`src/rtl/reg_bank_copy_engine.sv`:
```
// DEPTH x WIDTH register bank with two combinational read ports, one external
// write port and a sequenced block-copy engine with memmove ordering.
module reg_bank_copy_engine #(
    parameter int WIDTH    = 32,
    parameter int DEPTH    = 32,
    parameter int AW       = 5,
    parameter int ZERO_REG = 1
) (
    input  logic             clk,
    input  logic             reset,
    input  logic             wr_en,
    input  logic [AW-1:0]    wr_addr,
    input  logic [WIDTH-1:0] wr_data,
    input  logic [AW-1:0]    rd_addr_a,
    output logic [WIDTH-1:0] rd_data_a,
    input  logic [AW-1:0]    rd_addr_b,
    output logic [WIDTH-1:0] rd_data_b,
    input  logic             cp_start,
    input  logic [AW-1:0]    cp_src,
    input  logic [AW-1:0]    cp_dst,
    input  logic [AW:0]      cp_len,
    output logic             cp_busy,
    output logic             cp_done,
    output logic             cp_err
);

    typedef enum logic [1:0] {S_IDLE, S_COPY, S_DONE} state_t;

    localparam logic [AW+1:0] LIMIT = (AW+2)'(DEPTH);

    state_t           state_q, state_d;
    logic [AW-1:0]    src_q, src_d, dst_q, dst_d;
    logic [AW:0]      len_q, len_d, cnt_q, cnt_d;
    logic             down_q, down_d;
    logic             busy_q, busy_d, done_q, done_d, err_q, err_d;
    logic [WIDTH-1:0] mem_q [DEPTH];
    logic [WIDTH-1:0] mem_d [DEPTH];

    logic [AW+1:0]    src_end, dst_end;
    logic [AW:0]      off;
    logic [AW-1:0]    cp_rd_addr, cp_wr_addr;
    logic             we;
    logic [AW-1:0]    waddr;
    logic [WIDTH-1:0] wdata;

    always_comb begin
        src_end = {2'b00, cp_src} + {1'b0, cp_len};
        dst_end = {2'b00, cp_dst} + {1'b0, cp_len};
        // DOWN walks from the top of the range so an overlapping dst above src never reads clobbered data
        off        = down_q ? (len_q - (AW+1)'(1) - cnt_q) : cnt_q;
        cp_rd_addr = src_q + off[AW-1:0];
        cp_wr_addr = dst_q + off[AW-1:0];

        state_d = state_q;
        src_d   = src_q;
        dst_d   = dst_q;
        len_d   = len_q;
        cnt_d   = cnt_q;
        down_d  = down_q;
        err_d   = 1'b0;
        we      = 1'b0;
        waddr   = wr_addr;
        wdata   = wr_data;

        case (state_q)
            S_IDLE: begin
                we = wr_en;
                if (cp_start) begin
                    if (cp_len == '0) begin
                        state_d = S_DONE;
                    end else if (src_end > LIMIT || dst_end > LIMIT) begin
                        err_d = 1'b1;
                    end else begin
                        src_d   = cp_src;
                        dst_d   = cp_dst;
                        len_d   = cp_len;
                        cnt_d   = '0;
                        down_d  = cp_dst > cp_src;
                        state_d = S_COPY;
                    end
                end
            end
            S_COPY: begin
                we    = 1'b1;
                waddr = cp_wr_addr;
                wdata = mem_q[cp_rd_addr];
                cnt_d = cnt_q + (AW+1)'(1);
                if (cnt_q == len_q - (AW+1)'(1)) begin
                    state_d = S_DONE;
                end
            end
            S_DONE: begin
                we      = wr_en;
                state_d = S_IDLE;
            end
            default: state_d = S_IDLE;
        endcase

        if (ZERO_REG != 0 && waddr == '0) begin
            we = 1'b0;
        end

        busy_d = (state_d == S_COPY);
        done_d = (state_d == S_DONE);
    end

    always_comb begin
        mem_d = mem_q;
        if (we) begin
            mem_d[waddr] = wdata;
        end
    end

    always_ff @(posedge clk or posedge reset) begin
        if (reset) begin
            state_q <= S_IDLE;
            src_q   <= '0;
            dst_q   <= '0;
            len_q   <= '0;
            cnt_q   <= '0;
            down_q  <= 1'b0;
            busy_q  <= 1'b0;
            done_q  <= 1'b0;
            err_q   <= 1'b0;
            for (int i = 0; i < DEPTH; i++) begin
                mem_q[i] <= '0;
            end
        end else begin
            state_q <= state_d;
            src_q   <= src_d;
            dst_q   <= dst_d;
            len_q   <= len_d;
            cnt_q   <= cnt_d;
            down_q  <= down_d;
            busy_q  <= busy_d;
            done_q  <= done_d;
            err_q   <= err_d;
            mem_q   <= mem_d;
        end
    end

    assign rd_data_a = (ZERO_REG != 0 && rd_addr_a == '0) ? '0 : mem_q[rd_addr_a];
    assign rd_data_b = (ZERO_REG != 0 && rd_addr_b == '0) ? '0 : mem_q[rd_addr_b];
    assign cp_busy   = busy_q;
    assign cp_done   = done_q;
    assign cp_err    = err_q;

endmodule

```
`config.mk`:
```
export PLATFORM = sky130hd
export DESIGN_NAME = reg_bank_copy_engine
export DESIGN_NICKNAME = d
export VERILOG_FILES = /design/src/rtl/reg_bank_copy_engine.sv
export SDC_FILE = /design/constraint.sdc
export NUM_CORES = 2
export LEC_CHECK = 0
export CAP_MARGIN = 20
export CORE_ASPECT_RATIO = 1.2
export CORE_UTILIZATION = 52
export CTS_BUF_LIST = sky130_fd_sc_hd__clkbuf_2 sky130_fd_sc_hd__clkbuf_4 sky130_fd_sc_hd__clkbuf_8
export DETAILED_ROUTE_END_ITERATION = 8
export HOLD_SLACK_MARGIN = 0.06
export PLACE_DENSITY = 0.81
export RECOVER_POWER = 50
export SYNTH_ARGS = -nofsm -noshare
export SYNTH_HDL_FRONTEND = slang
export SYNTH_SLANG_ARGS = --single-unit
```
`constraint.sdc`:
```
create_clock -name clk -period 32.3 [get_ports clk]
set_input_delay 3.23 -clock clk [delete_from_list [all_inputs] [get_ports clk]]
set_output_delay 3.23 -clock clk [all_outputs]
set_load 0.01 [all_outputs]
```
# Word level (Yosys, flattened, before mapping)
# Index checks and enable logic that the tools add are counted.
# word_totals
in_bits	67
word_cells	113
regBits	1052
# classes
add_sub_neg	7
mux	32
reduce_logical	11
order_cmp	8
eq_ne	8
n_bitwise	6
# ops
op	n
1024-bit bitwise mux	1
32-bit binary-select mux with 5-bit select	3
32-bit two-way mux	10
32-bit demux with 5-bit select	1
6-bit >= comparator, second input constant	4
5-bit inverter with 6-bit output	4
6-bit two-way mux	3
5-bit zero test	3
5-bit by 6-bit adder with 7-bit output	2
7-bit by 6-bit > comparator with 1-bit output, second input constant	2
6-bit case mux with 2 select lines	1
5-bit adder	2
5-bit two-way mux	2
2-bit two-way mux	4
4-bit AND reduction	2
6-bit by 1-bit adder with 6-bit output, second input constant	1
6-bit == test	1
6-bit zero test	1
6-bit by 1-bit < comparator with 1-bit output, second input constant	1
2-bit != test, second input constant	3
6-bit by 1-bit subtractor with 6-bit output, second input constant	1
5-bit > comparator	1
1-bit two-way mux	5
5-bit subtractor	1
10 further kinds	13

# Logic depth before layout (Yosys ltp)
# logic_depth
ltp_word	11
mapped_depth	21

# Worst setup path before layout
# No wires, ideal clock.
# synth_path
path_type	in2out
start	input port rd_addr_a[0]
end	output port rd_data_a[11]
path_buffers	4
slack_ns	23.317
cell_stages	8
arrival_ns	5.753
required_ns	29.070
cell_sequence	clkbuf_1 -> clkbuf_1 -> clkbuf_1 -> clkbuf_1 -> mux4_2 -> mux4_2 -> mux2i_1 -> nor2_1
# synth_via
elab_chain_len	5
elab_cells_between_ends	6
cone_classes	4 x mux; 1 x bitwise; 1 x reduce/logical
# synth_rtl
item	line	rtl
start, declared	14	input logic [AW-1:0] rd_addr_a,
5-bit inverter with 6-bit output (implied by the code)	142	assign rd_data_a = (ZERO_REG != 0 && rd_addr_a == '0) ? '0 : mem_q[rd_addr_a];
32-bit binary-select mux with 5-bit select	142	
32-bit two-way mux (implied by the code) (2 in a row)	142	
32-bit two-way mux (*)	142	
end, declared	15	output logic [WIDTH-1:0] rd_data_a,
# Every way passes the cells marked *; elsewhere a longest branch is shown, timed or not. The select of a mux whose other input is x is not followed.

==> run summary <==
The tools report the number of max-slew violations in the final report as 786. The most common library cell in the layout ignoring fill and taps is dfrtp_1. From bottom edge to top edge, the die measures 388 um. The first-pass GRT wire length is 293 mm. The number of buffers inserted by post-CTS setup repair was 0; the data required time of the critical path was 32.34 ns. Number of placement rows: 141.

Between clock sinks in the finished design, the worst skew comes to 0.0440 ns. The count of distinct cell types in the synthesized netlist was 61. The clock net in this run drives a total of 1,052 sinks. Setup repair after global routing left no endpoint under its margin. The die width was 324 um; the number of levels the H-tree was split into was 4. For this block, the routed nets add up to 195 mm of wire. Most common flop cell mapped by yosys: dfrtp_1. Each instance of the synthesized netlist takes up on average 15.5 sq um. Dividing the detail-routed wire length by the instance count gives 33.2 um. The run gives 0 as the global-route congestion overflow total.

The number of cells produced by synthesis is 4,167. The critical path is of the in -> async type. For this run, the detailed router's first-pass iteration total came to 6. The count of cells resized by post-cts repair was 0. Netlist area before placement: 64,700 sq um.

Clock-pin slew was measured on the worst setup and hold paths at 0.07 ns. The flow ran to the end, but the final reports show violations. The detailed router placed 43,200 vias in this run. The tool flagged a number of max-cap violations equal to 12. The cell sitting at the root of the clock tree is a clkbuf_8.

In this run the remaining antenna-violating nets after routing total 0. In this run, synthesis inferred 0 flip-flops with an integrated enable. The count of boundary I/O pins is 134. At the pin with the least slew margin, the transition time is 7.80 ns. Category of the worst setup path launch point: a primary input. After the first detailed-routing iteration, the DRC count stood at 5,100.

The ratio of routed vias to standard cells was 7.35; the portion of the clock cycle consumed by the worst path in the final layout was 56.4%. Counting along the longest clock path gives a buffer depth of 3. The logs give 44,900 for the via count of the first global-routing pass and 164 for the number of buffers added by the clock tree synthesis step. The starting density of the core is 52.5%.

The number of antenna violations at the first check in global routing is 9. For the worst setup path, the data arrival time is 18.25 ns. In the routed design, unresolved DRC markers number 0.

During synthesis, Yosys emitted a total of 0 warnings. The core region is 123,000 sq um. The run gives 126,000 sq um as the full die area. The layout has 8,997 filler cells.

The routed design could run at a clock period as short as 18.21 ns. The maximum net fanout on the critical path is 143. The HPWL after detailed placement is 105 mm. Relative slew slack: -420%.

The register bit total from synthesis is 1,052, and the weighted congestion at the end of routability-driven global placement is 0.841. The number of hold buffers added after CTS was 0. The count of input and output buffers is 133, and the post-synth net total is 4,268. The logs give 0 for the final-report setup violation count and 4,196 for the final net count. The checks that failed: capacitance limit, slew limit. TritonCTS built the clock tree.

After synthesis, flip-flops and latches occupy 40.7% of the total area. The async set-or-reset flop fraction in the synthesized netlist is 100%, and the relative area change from synthesis to final layout is 9.53%. The min-delay analysis places its worst path in the category reg -> reg.

In the final layout, the share of cells above drive strength 1 is 54.1%. Clock latency on the worst-skew pair, taken at its later pin, is 0.89 ns. The nature of the critical path endpoint was an asynchronous set/reset pin. In the layout the commonest cells are dfrtp_1, mux4_2, mux2_2. Entering global routing, the biggest net connects 144 pins. For the sum of negative setup slack, the log shows 0 ns. For the overall fraction of global-route tracks in use, the log shows 31.8%. For the maximum clock frequency, the log shows 54.9 MHz. Number of hold violations in the final report: 0.
==> cell families (layout without fill, tap and decap cells) <==
kind of cell,Yosys count,after routing,share of synthesized area (%)
mux,1902,1902,49.7
flops,1052,1052,40.7
buf+inv,512,569,3.44
simple gates,383,383,2.70
compound gates,265,265,2.49
fa+ha+maj,34,34,0.716
xor+xnor,19,19,0.280
other cells,0,8,0
==> worst paths after layout <==
kind | depth (start not counted) | from | slack [ns] | to
setup / recovery | 7 | reset | 14.09 | mem_q[418]$_DFFE_PP0P_
hold / removal | 0 | mem_q[1006]$_DFFE_PP0P_ | 0.42 | mem_q[1006]$_DFFE_PP0P_
hold reg to reg | 0 | mem_q[1006]$_DFFE_PP0P_ | 0.42 | mem_q[1006]$_DFFE_PP0P_
min in group asynchronous | 3 | reset | 4.12 | mem_q[1005]$_DFFE_PP0P_
max in group clk | 8 | rd_addr_a[0] | 21.40 | rd_data_a[18]
setup reg to reg | 17 | len_q[0]$_DFFE_PP0P_ | 21.71 | mem_q[222]$_DFFE_PP0P_
==> stage by stage <==
stage	utilization [%]	hold slack (ns)	worst slack, ns	instances	area, sq um
floorplan	-	0.447	14.56	4167	64700
global placement	54.5	0.393	21.33	5566	67300
detailed placement	54.6	0.406	21.32	5571	67400
CTS	57.6	0.419	21.31	5866	71000
global route	57.4	0.427	11.26	5870	70800
finish	57.5	0.418	14.09	5876	70900
==> sequential cells by signal, summed over array words and instances (netlist names) <==
signal   count
down_q       1
cp_err       1
mem_q     1024
src_q        5
cp_done      1
cp_busy      1
len_q        6
dst_q        5
state_q      2
cnt_q        6
==> synthesized netlist by cell type (all sizes together), types with 2 or more instances <==
library cell / number / share of area (%)
o21ai: 177 / 1.4
a21oi: 22 / 0.17
nor3b: 4 / 0.054
nand2b: 6 / 0.058
buf: 275 / 2.1
nor4: 2 / 0.019
mux4: 960 / 33
nor4b: 3 / 0.041
mux2i: 73 / 1.1
or4: 3 / 0.035
inv: 27 / 0.16
nand2: 149 / 0.86
nand3: 47 / 0.43
nor2: 128 / 0.75
nor2b: 3 / 0.029
a21o: 10 / 0.12
fa: 5 / 0.15
and2: 6 / 0.058
nand4: 5 / 0.081
or2: 5 / 0.048
clkbuf: 210 / 1.2
xor2: 8 / 0.11
ha: 29 / 0.56
dfrtp: 1052 / 41
and3: 10 / 0.097
mux2: 869 / 15
xnor2: 11 / 0.17
a31oi: 30 / 0.29
o211ai: 13 / 0.38
or3: 2 / 0.019
nor3: 6 / 0.064
a311o: 3 / 0.046
==> area by class of cell <==
class                           instances  area [sq um]  share of cell area, %
Sequential cell                      1052         26300                   37.2
Clock buffer                          254          3250                   4.59
Clock inverter                         41           395                  0.558
Antenna cell                            8          20.0                 0.0283
Inverter                               27           105                  0.148
Multi-Input combinational cell       2603         36500                   51.5
Tap cell                             1644          2060                   2.90
Timing Repair Buffer                  247          2220                   3.14
==> layer usage <==
metal	GRT usage (%)	share of wire, %
met3	10.4	13
met5	0	0.020
met4	17.0	6.2
met1	40.6	35
met2	48.4	47
==> critical path: stages <==
cell	delay (ns)
dlygate4sd3_1	0.57
clkinvlp_4	0.07
clkbuf_1	2.34
clkbuf_1	5.58
clkbuf_1	2.87
clkbuf_1	0.42
clkbuf_1	2.83
Power is left out: the tool's default activity adds up to more than one toggle a clock period on the data nets, which glitch-free logic cannot reach.
